[config.mk]
export PLATFORM = sky130hd
export DESIGN_NAME = lcd_bus_arbiter_flat
export DESIGN_NICKNAME = d
export VERILOG_FILES = /design/src/rtl/lcd_bus_if.sv /design/src/rtl/lcd_bus_arbiter.sv /design/src/flat_wrapper.sv
export SDC_FILE = /design/constraint.sdc
export NUM_CORES = 1
export LEC_CHECK = 0
export ABC_AREA = 1
export BUFFER_PORTS_ARGS = -buffer_cell sky130_fd_sc_hd__buf_4
export CORE_AREA = 2 2 75 77
export CTS_CLUSTER_DIAMETER = 50
export DETAILED_ROUTE_END_ITERATION = 12
export DIE_AREA = 0 0 77 79
export GPL_TIMING_DRIVEN = 0
export PLACE_DENSITY_LB_ADDON = 0.12
export SLEW_MARGIN = 25
export SYNTH_ARGS = -nofsm -noshare
export SYNTH_HDL_FRONTEND = slang
export SYNTH_SLANG_ARGS = --single-unit
[constraint.sdc]
create_clock -name i_clk -period 2.3 [get_ports i_clk]
set_input_delay 0.46 -clock i_clk [delete_from_list [all_inputs] [get_ports i_clk]]
set_output_delay 0.46 -clock i_clk [all_outputs]
set_load 0.1 [all_outputs]
[src/rtl/lcd_bus_if.sv]
// Requester/LCD-pin bundle for lcd_bus_arbiter; i_/o_ are named from the arbiter's side.
interface lcd_bus_if;
  logic       i_req0;
  logic       i_rs0;
  logic [7:0] i_data0;
  logic       o_ack0;
  logic       i_req1;
  logic       i_rs1;
  logic [7:0] i_data1;
  logic       o_ack1;
  logic       o_busy;
  logic [1:0] o_grant;
  logic       o_lcd_e;
  logic       o_lcd_rs;
  logic       o_lcd_rw;
  logic [7:0] o_lcd_data;

  modport master (
    output i_req0, i_rs0, i_data0, i_req1, i_rs1, i_data1,
    input  o_ack0, o_ack1, o_busy, o_grant, o_lcd_e, o_lcd_rs, o_lcd_rw, o_lcd_data
  );

  modport slave (
    input  i_req0, i_rs0, i_data0, i_req1, i_rs1, i_data1,
    output o_ack0, o_ack1, o_busy, o_grant, o_lcd_e, o_lcd_rs, o_lcd_rw, o_lcd_data
  );
endinterface

[src/rtl/lcd_bus_arbiter.sv]
// Round-robin owner of a shared HD44780 8-bit bus: latches the winner's RS/byte,
// strobes E with setup/pulse/hold timing, then waits out the execution time before Ack.
module lcd_bus_arbiter #(
  parameter int unsigned SETUP_CYC     = 2,
  parameter int unsigned PULSE_CYC     = 12,
  parameter int unsigned HOLD_CYC      = 2,
  parameter int unsigned EXEC_CYC      = 2000,
  parameter int unsigned SLOW_EXEC_CYC = 82000
) (
  input  logic      i_clk,
  input  logic      i_rst,
  lcd_bus_if.slave  bus
);

  localparam int unsigned MAX_A   = (SETUP_CYC > PULSE_CYC) ? SETUP_CYC : PULSE_CYC;
  localparam int unsigned MAX_B   = (HOLD_CYC > EXEC_CYC) ? HOLD_CYC : EXEC_CYC;
  localparam int unsigned MAX_C   = (MAX_A > MAX_B) ? MAX_A : MAX_B;
  localparam int unsigned MAX_ALL = (MAX_C > SLOW_EXEC_CYC) ? MAX_C : SLOW_EXEC_CYC;
  localparam int unsigned CNT_W   = $clog2(MAX_ALL + 1);

  typedef enum logic [2:0] {
    IDLE  = 3'd0,
    SETUP = 3'd1,
    PULSE = 3'd2,
    HOLD  = 3'd3,
    EXEC  = 3'd4
  } state_t;

  state_t             r_state;
  logic [CNT_W-1:0]   r_cnt;
  logic [1:0]         r_grant;
  logic               r_last;
  logic               r_lcd_rs;
  logic [7:0]         r_lcd_data;
  logic               r_lcd_e;
  logic               r_busy;
  logic [1:0]         r_ack;

  state_t             w_state_nxt;
  logic [CNT_W-1:0]   w_cnt_nxt;
  logic [1:0]         w_grant_nxt;
  logic               w_last_nxt;
  logic               w_rs_nxt;
  logic [7:0]         w_data_nxt;
  logic               w_pick1;
  logic [1:0]         w_ack_nxt;
  logic               w_slow;

  // Clear/home need the long execution wait.
  assign w_slow = !r_lcd_rs && (r_lcd_data inside {8'h01, 8'h02, 8'h03});

  // Next-state, counter and latch logic.
  always_comb begin
    w_state_nxt = r_state;
    w_cnt_nxt   = r_cnt;
    w_grant_nxt = r_grant;
    w_last_nxt  = r_last;
    w_rs_nxt    = r_lcd_rs;
    w_data_nxt  = r_lcd_data;
    w_pick1     = 1'b0;
    w_ack_nxt   = 2'b00;

    case (r_state)
      IDLE: begin
        if (bus.i_req0 || bus.i_req1) begin
          w_pick1     = bus.i_req1 && (!bus.i_req0 || !r_last);
          w_grant_nxt = w_pick1 ? 2'b10 : 2'b01;
          w_last_nxt  = w_pick1;
          w_rs_nxt    = w_pick1 ? bus.i_rs1 : bus.i_rs0;
          w_data_nxt  = w_pick1 ? bus.i_data1 : bus.i_data0;
          w_cnt_nxt   = CNT_W'(SETUP_CYC - 1);
          w_state_nxt = SETUP;
        end
      end
      SETUP: begin
        if (r_cnt == '0) begin
          w_cnt_nxt   = CNT_W'(PULSE_CYC - 1);
          w_state_nxt = PULSE;
        end else begin
          w_cnt_nxt = r_cnt - CNT_W'(1);
        end
      end
      PULSE: begin
        if (r_cnt == '0) begin
          w_cnt_nxt   = CNT_W'(HOLD_CYC - 1);
          w_state_nxt = HOLD;
        end else begin
          w_cnt_nxt = r_cnt - CNT_W'(1);
        end
      end
      HOLD: begin
        if (r_cnt == '0) begin
          w_cnt_nxt   = w_slow ? CNT_W'(SLOW_EXEC_CYC - 1) : CNT_W'(EXEC_CYC - 1);
          w_state_nxt = EXEC;
        end else begin
          w_cnt_nxt = r_cnt - CNT_W'(1);
        end
      end
      EXEC: begin
        if (r_cnt == '0) begin
          w_grant_nxt = 2'b00;
          w_state_nxt = IDLE;
        end else begin
          w_cnt_nxt = r_cnt - CNT_W'(1);
        end
      end
      default: begin
        w_grant_nxt = 2'b00;
        w_state_nxt = IDLE;
      end
    endcase

    // Ack is registered one cycle early so it is high exactly in the EXEC cnt==0 cycle.
    if (w_state_nxt == EXEC && w_cnt_nxt == '0) begin
      w_ack_nxt = w_grant_nxt;
    end
  end

  // State and registered outputs.
  always_ff @(posedge i_clk) begin
    if (i_rst) begin
      r_state    <= IDLE;
      r_cnt      <= '0;
      r_grant    <= 2'b00;
      r_last     <= 1'b1;
      r_lcd_rs   <= 1'b0;
      r_lcd_data <= 8'h00;
      r_lcd_e    <= 1'b0;
      r_busy     <= 1'b0;
      r_ack      <= 2'b00;
    end else begin
      r_state    <= w_state_nxt;
      r_cnt      <= w_cnt_nxt;
      r_grant    <= w_grant_nxt;
      r_last     <= w_last_nxt;
      r_lcd_rs   <= w_rs_nxt;
      r_lcd_data <= w_data_nxt;
      r_lcd_e    <= (w_state_nxt == PULSE);
      r_busy     <= (w_state_nxt != IDLE);
      r_ack      <= w_ack_nxt;
    end
  end

  assign bus.o_ack0     = r_ack[0];
  assign bus.o_ack1     = r_ack[1];
  assign bus.o_busy     = r_busy;
  assign bus.o_grant    = r_grant;
  assign bus.o_lcd_e    = r_lcd_e;
  assign bus.o_lcd_rs   = r_lcd_rs;
  assign bus.o_lcd_rw   = 1'b0;
  assign bus.o_lcd_data = r_lcd_data;

endmodule

[src/flat_wrapper.sv]
// flat-port wrapper written by rule: the top's interface ports become plain ports
module lcd_bus_arbiter_flat 
#(
  parameter int unsigned SETUP_CYC     = 2,
  parameter int unsigned PULSE_CYC     = 12,
  parameter int unsigned HOLD_CYC      = 2,
  parameter int unsigned EXEC_CYC      = 2000,
  parameter int unsigned SLOW_EXEC_CYC = 82000
)
  (i_clk, i_rst, bus_i_req0, bus_i_rs0, bus_i_data0, bus_i_req1, bus_i_rs1, bus_i_data1, bus_o_ack0, bus_o_ack1, bus_o_busy, bus_o_grant, bus_o_lcd_e, bus_o_lcd_rs, bus_o_lcd_rw, bus_o_lcd_data);
  lcd_bus_if bus_i ();
  input  logic i_clk;
  input  logic i_rst;
  input wire logic [$bits(bus_i.i_req0)-1:0] bus_i_req0;
  input wire logic [$bits(bus_i.i_rs0)-1:0] bus_i_rs0;
  input wire logic [$bits(bus_i.i_data0)-1:0] bus_i_data0;
  input wire logic [$bits(bus_i.i_req1)-1:0] bus_i_req1;
  input wire logic [$bits(bus_i.i_rs1)-1:0] bus_i_rs1;
  input wire logic [$bits(bus_i.i_data1)-1:0] bus_i_data1;
  output wire logic [$bits(bus_i.o_ack0)-1:0] bus_o_ack0;
  output wire logic [$bits(bus_i.o_ack1)-1:0] bus_o_ack1;
  output wire logic [$bits(bus_i.o_busy)-1:0] bus_o_busy;
  output wire logic [$bits(bus_i.o_grant)-1:0] bus_o_grant;
  output wire logic [$bits(bus_i.o_lcd_e)-1:0] bus_o_lcd_e;
  output wire logic [$bits(bus_i.o_lcd_rs)-1:0] bus_o_lcd_rs;
  output wire logic [$bits(bus_i.o_lcd_rw)-1:0] bus_o_lcd_rw;
  output wire logic [$bits(bus_i.o_lcd_data)-1:0] bus_o_lcd_data;
  assign bus_i.i_req0 = bus_i_req0;
  assign bus_i.i_rs0 = bus_i_rs0;
  assign bus_i.i_data0 = bus_i_data0;
  assign bus_i.i_req1 = bus_i_req1;
  assign bus_i.i_rs1 = bus_i_rs1;
  assign bus_i.i_data1 = bus_i_data1;
  assign bus_o_ack0 = bus_i.o_ack0;
  assign bus_o_ack1 = bus_i.o_ack1;
  assign bus_o_busy = bus_i.o_busy;
  assign bus_o_grant = bus_i.o_grant;
  assign bus_o_lcd_e = bus_i.o_lcd_e;
  assign bus_o_lcd_rs = bus_i.o_lcd_rs;
  assign bus_o_lcd_rw = bus_i.o_lcd_rw;
  assign bus_o_lcd_data = bus_i.o_lcd_data;
  lcd_bus_arbiter #(.SETUP_CYC(SETUP_CYC), .PULSE_CYC(PULSE_CYC), .HOLD_CYC(HOLD_CYC), .EXEC_CYC(EXEC_CYC), .SLOW_EXEC_CYC(SLOW_EXEC_CYC)) u_core (.i_clk(i_clk), .i_rst(i_rst), .bus(bus_i));
endmodule
==> results_dict.tcl <==
set metrics [dict create \
    hp-class "in -> reg" \
    die_w_um 77 \
    fin_cells 507 \
    min_period_ns 2.18 \
    place_ws_ns -0.467 \
    core_mm2 0.00534 \
    max_freq_ghz 0.458 \
    yosys_register_bits 36 \
    path_common_cell "nor2_1" \
    cts_max_level 2 \
    max-vdd-ir-drop_mv 1.11 \
    gr-total-overflow 0 \
    totalPowerFinal_mw 5.17 \
    dpl.cell_count 489 \
    drc_errors 0 \
    status "finished, final reports clean" \
    timing.final.crit_share_pct 95.0 \
    hpwl_um 5200 \
    cts.sinks 36 \
    worst_slack_ns 0.115 \
    cts_tree "yes" \
    clk_pin_slew_ns 0.07 \
    dieArea_mm2 0.00608 \
    synth_cell_types 35 \
    crit_type "reg -> reg" \
    nets 458 \
    io-pin-count 38 \
    worst_ep_arrival_time_ns 2.41 \
    cp_slowest_cell "dfxtp_2" \
    firstDrtPassIters 5 \
    clockBufferDepth 2 \
    routedWlPerCell_um 13.4 \
    synthFlopType "dfxtp_1" \
    diodes 0 \
    tns_ns 0 \
    synth_commonest_cells "nand2_1, nor2_1, inv_1" \
    p_per_area_mw_per_mm2 1750 \
    multi_input_area_mm2 0.00147 \
    yosys_warnings 0 \
    yosys.area.top_type_share_pct 31.0 \
    seq_area_frac_synth_pct 31.0 \
    syn_inst 381 \
    vias_per_cell 5.04 \
    synth_edf_count 0 \
    synthTopCellsByArea "dfxtp_1, nand2_1, nor2_1" \
    cts_root_buf "clkbuf_8" \
    report.final.slew_viol_count 0 \
    synth_area_per_cell_um2 6.10 \
    yosys.area.top_type "dfxtp_1" \
    async_flop_share_pct 0 \
    drive_above_1_share_pct 24.1 \
    power.leakage_nw 1.49 \
    skew_ns 0.00794 \
    register_area_um2 728 \
    fillers 560 \
    synth_nets 405 \
    finalSetupViolCount 0 \
    clock_latency_ns 0.29 \
    worst_setup_path_end_kind "flip-flop" \
    antenna_found_initial 0 \
    grtUsageTotal_pct 22.8 \
    areaGrowthSynthToFinish_pct 27.4 \
    num_rows 27 \
    grt_pass1_vias 2347 \
    initialDrtViolationCount 189 \
    required_ns 2.53 \
    slew_headroom_pct 61.8 \
    ant_nets 0 \
    totalWireLength_um 6780 \
    dr_total_vias 2556 \
    drv_cap 0 \
    path_cells "inv_2, ha_4, nand2_4, nor2_8, nand4_4, buf_4, buf_4, o21ai_2, nand2_1, nor2_1, nand3_1, nor2_1, nand3_2, nor2_1" \
    dieHeight_um 79 \
    portBuffers 36 \
    grt_max_degree 12 \
    tightestPinTransition_ns 0.570 \
    slowest_delay_ns 0.34 \
    grt_first_pass_wirelength_um 11000 \
    worst_setup_path_start_kind "flip-flop" \
    crit_fanout 9 \
    numCtsBuffers 5 \
    hold_viol 0 \
    initial_utilization_pct 43.6 \
    yosysMostFrequentCell "nand2_1" \
    place_congestion 0.927 \
    syn-cell-area_mm2 0.00233 \
]
where the power goes:
group / total [mW] / switching (mW) / internal (mW) / leakage [nW]
Combinational: 3.62 / 2.49 / 1.12 / 1.14
Clock: 0.555 / 0.233 / 0.322 / 0.0552
Sequential: 1.00 / 0.180 / 0.824 / 0.298
flip-flops by register name, summed over array words and instances (netlist names), 2 cells and up:
register and cells:
u_core.bus.o_grant 2, u_core.r_ack 2, u_core.r_state 3, u_core.r_cnt 17, u_core.bus.o_lcd_data 8
cells in the final DEF, fill, tap and decap left out, drive strengths merged:
| cell type | count |
|---|---|
| o21bai | 1 |
| conb | 1 |
| a21boi | 1 |
| clkinv | 2 |
| ha | 2 |
| or2 | 4 |
| buf | 50 |
| nand4 | 3 |
| dfxtp | 36 |
| xor2 | 6 |
| nand3 | 37 |
| o21ai | 21 |
| inv | 44 |
| nor2 | 72 |
| nand3b | 1 |
| clkbuf | 11 |
| nand2 | 106 |
| a31oi | 1 |
| nor3 | 1 |
| o211ai | 5 |
| a221oi | 1 |
| a21oi | 27 |
| a22oi | 1 |
| bufinv | 1 |
through the flow:
step	utilization [%]	instance area, um^2	hold WS (ns)
CTS	54.2	2890	0.415
floorplan	-	2330	0.446
finish	55.5	2960	0.421
global route	55.5	2960	0.425
global placement	50.4	2690	0.467
detailed placement	50.4	2690	0.475
per-layer routing:
| metal | global-route usage (%) | vias up | wire (um) |
|---|---|---|---|
| li1 | - | 1313 | - |
| met1 | 31.5 | 1181 | 3310 |
| met2 | 37.2 | 55 | 3140 |
| met3 | 3.75 | 7 | 270 |
| met4 | 6.07 | 0 | 63 |
| met5 | 0 | - | 0 |
kinds of logic (layout without fill, tap and decap cells):
family	count (synthesis)	after routing	share of synthesized area [%]
AO/OA/AOI/OAI	58	58	14.1
XOR/XNOR	6	6	2.26
adder cells (fa/ha/maj)	2	2	1.08
buffers and inverters	54	108	9.57
flip-flops	36	36	31.0
other	1	1	0.161
AND/OR/NAND/NOR	224	224	41.9
path summary, 6_finish.rpt:
path	from	endpoint	slack [ns]	cells after the start
worst max register to register	u_core.r_cnt[0]	u_core.r_ack[0]	0.12	14
worst max-delay path	u_core.r_cnt[0]	u_core.r_ack[0]	0.12	14
worst min-delay path	i_rst	u_core.bus.o_grant[0]	0.42	3
worst min register to register	u_core.r_last	u_core.r_last	0.49	2
timing repair:
action / in CTS / in global routing
setup buffers: 8 / 4
hold buffers: 0 / 0
gates resized for setup: 13 / 19
pin swaps: 8 / 13
setup endpoints to repair: 2 / 2
critical path: cells and delay by family, from the launching register on:
kind	cells	cell delay (ns)
fa+ha+maj	1	0.15
compound gates	1	0.12
simple gates	9	1.10
buf+inv	3	0.42
flops	1	0.34
layout make-up:
class                           instances  share of cell area (%)
Multi-Input combinational cell        291                    49.7
Sequential cell                        36                    24.6
Timing Repair Buffer                   47                    11.9
Inverter                               45                    5.70
Tap cell                               72                    3.04
Clock buffer                            6                    2.45
Buffer                                  8                    1.44
Clock inverter                          2                    1.18
Power figures use the tool's default switching activity.
